===== config.mk =====
export PLATFORM = sky130hd
export DESIGN_NAME = ad9228_fifo_drain
export DESIGN_NICKNAME = d
export VERILOG_FILES = /design/src/rtl/ad9228_fifo_drain.sv
export SDC_FILE = /design/constraint.sdc
export NUM_CORES = 1
export LEC_CHECK = 0
export CAP_MARGIN = 10
export CORE_MARGIN = 4
export CORE_UTILIZATION = 51
export CTS_CLUSTER_DIAMETER = 60
export DETAILED_ROUTE_END_ITERATION = 8
export PLACE_DENSITY = 0.79
export RECOVER_POWER = 50
export SYNTH_ARGS = -nofsm -noshare
export SYNTH_HDL_FRONTEND = slang
export SYNTH_SLANG_ARGS = --single-unit

===== constraint.sdc =====
create_clock -name clk -period 2.43 [get_ports clk]
set_input_delay 0.729 -clock clk [delete_from_list [all_inputs] [get_ports clk]]
set_output_delay 0.729 -clock clk [all_outputs]
set_load 0.02 [all_outputs]

===== src/rtl/ad9228_fifo_drain.sv =====
// ad9228_fifo_drain: round-robin drain of the AD9228 per-channel sample FIFOs into a 32-bit valid/ready stream.
// Optional build macro AD9228_DRAIN_HEADER_EN adds a timestamped header word ahead of each channel visit.
module ad9228_fifo_drain #(
  parameter int NUM_CHANNELS = 4,
  parameter int DATA_WIDTH   = 12,
  parameter int BURST_LEN    = 16,
  localparam int AW = (NUM_CHANNELS > 1) ? $clog2(NUM_CHANNELS) : 1
) (
  input  logic                    clk,
  input  logic                    rst,
  input  logic                    enable,
  output logic [AW-1:0]           fifo_addr,
  output logic [NUM_CHANNELS-1:0] fifo_rd_en,
  input  logic                    fifo_not_empty,
  input  logic                    fifo_full,
  input  logic [DATA_WIDTH-1:0]   fifo_dout,
  output logic [31:0]             m_data,
  output logic                    m_valid,
  input  logic                    m_ready,
  output logic                    m_last,
  output logic                    busy
);

  // state  | meaning
  // SCAN   | idle / walking channels one per cycle looking for data
  // RD0    | read strobe for the low (earlier) sample
  // CAP0   | capture low sample; decide pair or partial word
  // RD1    | read strobe for the high sample
  // CAP1   | capture high sample, build the word
  // EMIT   | word presented, held until accepted
  // ADV    | end of visit: clear sample count, move to next channel
  // HDR    | header word presented (header build only)
  typedef enum logic [2:0] {
    S_SCAN, S_RD0, S_CAP0, S_RD1, S_CAP1, S_EMIT, S_ADV, S_HDR
  } state_t;

  state_t                  state_q, state_d;
  logic [AW-1:0]           ch_ptr_q, ch_next;
  logic [1:0]              ch_tag;
  logic [8:0]              cnt_q, cnt_inc;
  logic [11:0]             lo_q;
  logic [31:0]             m_data_q;
  logic                    m_last_q;
  logic [2:0]              seq_q;
  logic [NUM_CHANNELS-1:0] ovf_q;
  logic                    go_rd1;
  logic [8:0]              burst_cnt;
`ifdef AD9228_DRAIN_HEADER_EN
  logic [23:0]             ts_q;
`endif

  assign burst_cnt = 9'(BURST_LEN);
  assign cnt_inc   = cnt_q + 9'd1;
  assign go_rd1    = fifo_not_empty && (cnt_inc < burst_cnt);
  assign ch_next   = (ch_ptr_q == AW'(NUM_CHANNELS - 1)) ? '0 : ch_ptr_q + 1'b1;

  always_comb begin
    ch_tag = '0;
    ch_tag[AW-1:0] = ch_ptr_q;
  end

  assign fifo_addr = ch_ptr_q;
  assign m_data    = m_data_q;
  assign m_last    = m_last_q;
  assign m_valid   = (state_q == S_EMIT) || (state_q == S_HDR);
  assign busy      = (state_q != S_SCAN);

  always_comb begin
    fifo_rd_en = '0;
    if (state_q == S_RD0 || state_q == S_RD1) fifo_rd_en[ch_ptr_q] = 1'b1;
  end

  always_comb begin
    state_d = state_q;
    case (state_q)
      S_SCAN: begin
        if (enable && fifo_not_empty) begin
`ifdef AD9228_DRAIN_HEADER_EN
          state_d = S_HDR;
`else
          state_d = S_RD0;
`endif
        end
      end
`ifdef AD9228_DRAIN_HEADER_EN
      S_HDR:  if (m_ready) state_d = S_RD0;
`endif
      S_RD0:  state_d = S_CAP0;
      S_CAP0: state_d = go_rd1 ? S_RD1 : S_EMIT;
      S_RD1:  state_d = S_CAP1;
      S_CAP1: state_d = S_EMIT;
      S_EMIT: begin
        // m_last already marks the end of the visit, so it overrides a late-arriving sample
        if (m_ready) begin
          if (m_last_q || !enable || !fifo_not_empty) state_d = S_ADV;
          else                                        state_d = S_RD0;
        end
      end
      S_ADV:  state_d = S_SCAN;
      default: state_d = S_SCAN;
    endcase
  end

  always_ff @(posedge clk) begin
    if (rst) begin
      state_q  <= S_SCAN;
      ch_ptr_q <= '0;
      cnt_q    <= '0;
      lo_q     <= '0;
      m_data_q <= '0;
      m_last_q <= 1'b0;
      seq_q    <= '0;
      ovf_q    <= '0;
`ifdef AD9228_DRAIN_HEADER_EN
      ts_q     <= '0;
`endif
    end else begin
      state_q <= state_d;
      for (int c = 0; c < NUM_CHANNELS; c++) begin
        if (fifo_full && ch_ptr_q == AW'(c))
          ovf_q[c] <= 1'b1;
        else if (state_q == S_EMIT && m_ready && ch_ptr_q == AW'(c))
          ovf_q[c] <= 1'b0;
      end
      case (state_q)
        S_SCAN: begin
          if (enable && !fifo_not_empty) ch_ptr_q <= ch_next;
`ifdef AD9228_DRAIN_HEADER_EN
          if (enable && fifo_not_empty) begin
            m_data_q <= {1'b1, ch_tag, 5'd0, ts_q};
            m_last_q <= 1'b0;
          end
`endif
        end
        S_CAP0: begin
          lo_q  <= fifo_dout;
          cnt_q <= cnt_inc;
          if (!go_rd1) begin
            m_data_q <= {1'b0, ch_tag, ovf_q[ch_ptr_q], 1'b1, seq_q, 12'h000, fifo_dout};
            m_last_q <= 1'b1;
          end
        end
        S_CAP1: begin
          cnt_q    <= cnt_inc;
          m_data_q <= {1'b0, ch_tag, ovf_q[ch_ptr_q], 1'b0, seq_q, fifo_dout, lo_q};
          m_last_q <= (cnt_inc == burst_cnt) || !fifo_not_empty;
        end
        S_EMIT: if (m_ready) seq_q <= seq_q + 3'd1;
        S_ADV: begin
          cnt_q    <= '0;
          ch_ptr_q <= ch_next;
        end
        default: ;
      endcase
`ifdef AD9228_DRAIN_HEADER_EN
      ts_q <= ts_q + 24'd1;
`endif
    end
  end

endmodule


==> impl_metrics.tcl, run 1 <==
set metrics [dict create \
    post-cts-setup-buffers 0 \
    timing.slew.headroom 0.536 \
    drive_gt1_frac 0.118 \
    leakagePower_uw 0.00145 \
    peakVddDrop_v 0.000416 \
    clkPwrFrac 0.428 \
    synth_area_per_cell_um2 8.72 \
    crit_chain "buf_4, clkdlybuf4s50_1" \
    p_int_uw 1660 \
    synth_edf_count 0 \
    synthMostInstantiatedCell "dfxtp_1" \
    finalHoldViolations 0 \
    initial_core_util 0.537 \
    syn_inst 345 \
    power.density_nw_per_um2 571 \
    areaGrowthSynthToFinish_pct 27.9 \
    syn_area_um2 3010 \
    wl_mm 7.77 \
    route.met2.wl_mm 3.70 \
    synthTopCellsByCount "65 x dfxtp_1, 41 x nand2_1, 38 x nor2_1" \
    endpoint_kind "output port" \
    critical_path_class "reg -> out" \
    htree_levels 3 \
    cp.arrival_ns 1.52 \
    fin_skew_ns 0.0112 \
    core_um2 5610 \
    clk_latency_ns 0.34 \
    fin_crit_sh 0.926 \
    insertedDiodeCount 0 \
    worstPathRequired_ns 1.70 \
    rsz0062_at_grt "no" \
    ys_seq_area_frac 0.432 \
    drt_first_pass_iters 5 \
    ys_types 46 \
    highest_layer "met4" \
    clock_sinks 65 \
    drc 0 \
    synth_largest_area_cell "dfxtp_1" \
    grt_usage 0.223 \
    drt_iter0_drc 413 \
    status "completed" \
    place_area_um2 3670 \
    cp_top_family "buffers and inverters" \
    clock_path_buffers 2 \
    ctsHoldBuffers 0 \
    synth-seq-cells 65 \
    place_congestion 0.855 \
    start_kind "flop" \
    via_count 2802 \
    fin_area_um2 3850 \
    nNetsFinal 426 \
    setup_tns_ns 0 \
    cts_tree "done" \
    async_reset_ff_frac 0 \
    maxCapViolCount 0 \
    p_switching_uw 542 \
    comb_power_share 0.078 \
    path_clk_slew_ns 0.08 \
    dr_wl_met3_um 582 \
    dp_hpwl_mm 5.24 \
    synth_top_flop_cell "dfxtp_1" \
    switching_share 0.247 \
    final_util 0.687 \
    fillers 469 \
    drtAntennaViolNets 0 \
    grt_max_degree 36 \
    fp.dieH_um 84.8 \
    numCtsBuffers 9 \
    slew_viol_final 0 \
    core.rowCount 27 \
    synth_nets 369 \
    grt_overflow_total 0 \
    cp_num_buf_inv 2 \
    finalSetupViolations 0 \
    num_io_pins 59 \
    die_x_um 84.8 \
    wl_met1_mm 3.36 \
    dieArea_um2 7190 \
    antenna_found_initial 0 \
    cp_max_fo 4 \
    avgViaCountPerCell 5.85 \
    synthDominantCellAreaShare 0.432 \
    ys_warn_count 0 \
    ys_top_cells_by_area "dfxtp_1 43%, a21oi_1 5.7%, mux2i_1 5.3%" \
    cts_root_buffer "clkbuf_8" \
    worst_path_max_delay_cell "clkdlybuf4s50_1" \
    cpPeakStageDelay_ns 0.61 \
    grt_pass1_wl_mm 13.0 \
    cts_resized 5 \
    fmax_ghz 0.444 \
    grt_pass1_vias 2701 \
    wire_per_inst_um 16.2 \
    hold_class "reg -> reg" \
    finalCriticalPeriod_ns 2.25 \
    p_seq_frac 0.495 \
    tightest_slew_ns 0.696 \
    io_buffer_count 57 \
]
-- metal layers --
layer  global-route usage  vias to the layer above
li1                     -                     1356
met4               0.0777                        0
met5                    0                        -
met3               0.0641                       13
met1                0.290                     1312
met2                0.357                      121
-- logic make-up (layout without fill, tap and decap cells) --
family          count (synthesis)  in the layout  share of synthesized area
flops                          65             65                      0.432
fa+ha+maj                       7              7                     0.0283
compound gates                 91             91                      0.221
simple gates                  129            129                      0.195
other cells                     1              1                    0.00125
xor+xnor                        2              2                    0.00582
mux                            18             18                     0.0657
buf+inv                        32             94                     0.0503
-- worst paths after layout --
kind / end / slack [ns] / from / cells after the start
max: fifo_addr[1] / 0.18 / fifo_addr[1] / 2
min: lo_q[9] / 0.46 / lo_q[9] / 2
max reg2reg: m_data[1] / 0.23 / cnt_q[0] / 6
min reg2reg: lo_q[9] / 0.46 / lo_q[9] / 2
-- cell type report --
cell class                      count  area, um2  area share
Multi-Input combinational cell    248       1560       0.406
Sequential cell                    65       1300       0.338
Timing Repair Buffer               72        671       0.174
Clock buffer                       10        138      0.0357
Tap cell                           72       90.1      0.0234
Clock inverter                      6       66.3      0.0172
Inverter                            6       22.5     0.00585
-- worst reg2reg max path: stages, from the launching register on --
cell	delay (ns)
dfxtp_1	0.44
ha_1	0.21
and4_1	0.25
mux2_4	0.34
o211ai_4	0.36
nand2_4	0.22
a211oi_1	0.28
-- power groups by stage --
stage | registers, uW | logic (uW) | clock network, uW
floorplan | 1120 | 84.9 | 0
global placement | 1110 | 170 | 0
detailed placement | 1110 | 173 | 0
CTS | 1090 | 174 | 949
global route | 1090 | 185 | 1000
finish | 1090 | 170 | 939
-- flip-flops by register name (all words and copies together), names as in the netlist --
register	count
ovf_q	4
m_data	31
lo_q	12
seq_q	3
fifo_addr	2
state_q	3
m_last	1
cnt_q	9
-- cells in the final DEF (no fill, tap or decap), types with 6 or more instances in the layout --
master / instances
a211oi_2: 10
a21oi_1: 34
a32oi_1: 12
and2_1: 6
buf_4: 11
clkbuf_8: 10
clkdlybuf4s50_1: 28
dfxtp_1: 65
dlygate4sd3_1: 22
ha_1: 6
mux2i_1: 16
nand2_1: 41
nand3_1: 10
nor2_1: 38
nor3_1: 18
o21ai_0: 10
-- metrics by stage --
step,cells,total power [uW],setup slack (ns),hold WS [ns]
floorplan,345,1200,0.386,0.436
global placement,463,1280,0.222,0.441
detailed placement,463,1280,0.212,0.447
CTS,479,2210,0.0246,0.457
global route,479,2280,0.0916,0.479
finish,479,2200,0.179,0.457
(Power assumes the default switching activity.)
==> inputs of run 2 (changes only) <==
--- a/config.mk
+++ b/config.mk
@@ -12,6 +12,7 @@
 export DETAILED_ROUTE_END_ITERATION = 8
 export PLACE_DENSITY = 0.79
 export RECOVER_POWER = 50
+export SKIP_LAST_GASP = 1
 export SYNTH_ARGS = -nofsm -noshare
 export SYNTH_HDL_FRONTEND = slang
 export SYNTH_SLANG_ARGS = --single-unit
==> results of run 2 <==
No change in the layout: final DEF, timing and power equal those of run 1.
==> inputs of run 3 (changes only) <==
--- a/config.mk
+++ b/config.mk
@@ -7,10 +7,10 @@
 export LEC_CHECK = 0
 export CAP_MARGIN = 10
 export CORE_MARGIN = 4
-export CORE_UTILIZATION = 51
+export CORE_UTILIZATION = 55
 export CTS_CLUSTER_DIAMETER = 60
 export DETAILED_ROUTE_END_ITERATION = 8
-export PLACE_DENSITY = 0.79
+export PLACE_DENSITY = 0.84
 export RECOVER_POWER = 50
 export SKIP_LAST_GASP = 1
 export SYNTH_ARGS = -nofsm -noshare
==> constraint.sdc (replaced) <==
create_clock -name clk -period 2.8 [get_ports clk]
set_input_delay 0.84 -clock clk [delete_from_list [all_inputs] [get_ports clk]]
set_output_delay 0.84 -clock clk [all_outputs]
set_load 0.02 [all_outputs]
==> run 3 against run 2 <==
Effect of this change:
- power shrank 9.5%
- core utilization grew 5.1 points
- design area shrank 0.23%
- first-iteration DRC count shrank 40%
- critical path depth grew 2
- worst hold slack gained 0.0036 ns
- clock skew shrank 0.0031 ns
- critical endpoint is now fifo_rd_en[2]
- final cell count shrank 1.5%
- sequential power shrank 13%
- die area shrank 6.6%
==> impl_metrics.tcl, run 3 (same netlist as run 1, synthesis figures left out) <==
set metrics [dict create \
    fmax_ghz 0.378 \
    maxCapViolCount 0 \
    io_buffer_count 57 \
    comb_power_share 0.072 \
    slew_viol_final 0 \
    power_uw 1990 \
    avgViaCountPerCell 6.01 \
    cts_root_buffer "clkbuf_8" \
    largest_register_ffs 31 \
    r2r_cells 8 \
    switching_share 0.232 \
    numCtsBuffers 9 \
    start_kind "flop" \
    hold_class "reg -> reg" \
    reg2reg_slack_ns 0.29 \
    worstPathRequired_ns 1.96 \
    final_common_cell "dfxtp_1" \
    worstReg2RegEnd "m_data[5]" \
    grt_pass1_wl_mm 12.9 \
    finalHoldViolations 0 \
    drive_gt1_frac 0.114 \
    wire_per_inst_um 16.3 \
    crit_chain "inv_1, nor2_1, and2_1, clkdlybuf4s50_1" \
    finalSetupViolations 0 \
    nNetsFinal 421 \
    die_x_um 82.0 \
    areaGrowthSynthToFinish_pct 27.7 \
    cp_top_family "buffers and inverters" \
    power.density_nw_per_um2 517 \
    hold_path_depth 2 \
    p_int_uw 1530 \
    drtAntennaViolNets 0 \
    peakVddDrop_v 0.000381 \
    grt_overflow_total 0 \
    insertedDiodeCount 0 \
    dp_cells 456 \
    hp-start "lo_q[6]" \
    timing.slew.headroom 0.594 \
    path_clk_slew_ns 0.07 \
    core.rowCount 26 \
    dp_hpwl_mm 5.24 \
    fin_skew_ns 0.00803 \
    finalCriticalPeriod_ns 2.65 \
    core_um2 5200 \
    p_switching_uw 462 \
    endpoint_kind "output port" \
    most-common-layout-cells "63 x dfxtp_1, 41 x nand2_1, 38 x nor2_1" \
    clock_sinks 65 \
    fin_crit_sh 0.946 \
    grt_max_degree 30 \
    clk_latency_ns 0.34 \
    cts_tree "done" \
    reg2reg_from "cnt_q[0]" \
    place_congestion 0.850 \
    cp_num_buf_inv 2 \
    dieArea_um2 6720 \
    grt_pass1_vias 2735 \
    via_count 2837 \
    clkPwrFrac 0.452 \
    htree_levels 3 \
    fp.dieH_um 82.0 \
    rsz0062_at_grt "no" \
    instances_no_fill 472 \
    grt_usage 0.252 \
    drc 0 \
    hold_end "lo_q[6]" \
    cp_max_fo 5 \
    tightest_slew_ns 0.609 \
    p_seq_frac 0.476 \
    drt_iter0_drc 249 \
    worst_path_max_delay_cell "clkdlybuf4s50_1" \
    cp.arrival_ns 1.81 \
    ctsHoldBuffers 0 \
    leakagePower_uw 0.00141 \
    wl_mm 7.71 \
    clock_path_buffers 2 \
    initial_core_util 0.578 \
    setup_tns_ns 0 \
    critical_path_class "reg -> out" \
    antenna_found_initial 0 \
    drt_first_pass_iters 5 \
    cpPeakStageDelay_ns 0.62 \
    num_io_pins 59 \
    status "completed" \
]
==> run 3: cell types whose count changed in the layout (fill, tap and decap cells not counted), moves of 2 or more <==
| cell | previous run | this run |
|---|---|---|
| buf_4 | 11 | 9 |
| clkbuf_1 | 4 | 1 |
| clkdlybuf4s50_1 | 28 | 33 |
| dfxtp_1 | 65 | 63 |
| dfxtp_2 | 0 | 2 |
| dlygate4sd2_1 | 4 | 0 |
==> run 3: repair_timing <==
action                                 4_1_cts  5_1_grt
resized for setup                            0        2
endpoints found under the hold margin        0        0
buffers inserted                             0        0
setup endpoints to repair                    0        3
==> run 3: power by group through the flow <==
stage / Combinational [uW] / Clock, uW / Sequential (uW)
floorplan: 73.6 / 0 / 971
global placement: 138 / 0 / 967
detailed placement: 142 / 0 / 967
CTS: 143 / 910 / 946
global route: 155 / 945 / 948
finish: 143 / 898 / 946
==> run 3: per-layer routing <==
metal  global-route usage  vias up  wire length (um)
met5                    0        -                 0
met3               0.0581       14               490
met4                0.116        0               157
met2                0.405      110              3680
met1                0.319     1368              3380
li1                     -     1345                 -
==> run 3: worst max path at each step <==
| stage | start | endpoint | slack [ns] | depth (start not counted) |
|---|---|---|---|---|
| floorplan | cnt_q[0] | m_data[10] | 0.76 | 8 |
| global placement | fifo_not_empty | m_data[5] | 0.31 | 6 |
| detailed placement | fifo_not_empty | m_data[2] | 0.21 | 6 |
| CTS | fifo_addr[0] | fifo_rd_en[0] | 0.05 | 4 |
| global route | state_q[0] | fifo_rd_en[0] | 0.02 | 4 |
| finish | state_q[0] | fifo_rd_en[2] | 0.15 | 4 |
==> run 3: cell type report <==
class | instances | area, um2
flip-flops and latches | 65 | 1300
multi-input cells | 248 | 1560
well taps | 70 | 87.6
clock buffers | 10 | 138
inverters | 6 | 22.5
clock inverters | 6 | 91.3
fillers | 401 | 1360
repair buffers | 67 | 637
==> run 3: per-stage QoR <==
stage | worst slack, ns | area [um2] | hold WS [ns] | utilization
after detailed placement | 0.214 | 3610 | 0.449 | 0.694
after CTS | 0.0502 | 3840 | 0.459 | 0.738
after floorplan | 0.756 | 3010 | 0.436 | -
after global routing | 0.0174 | 3840 | 0.480 | 0.738
after global placement | 0.313 | 3610 | 0.441 | 0.694
final | 0.151 | 3840 | 0.461 | 0.738
==> run 3: worst min-delay path, cell delays in order (launching register included) <==
cell and delay, ns:
dfxtp_1 0.32, nand2_1 0.05, a21oi_1 0.05
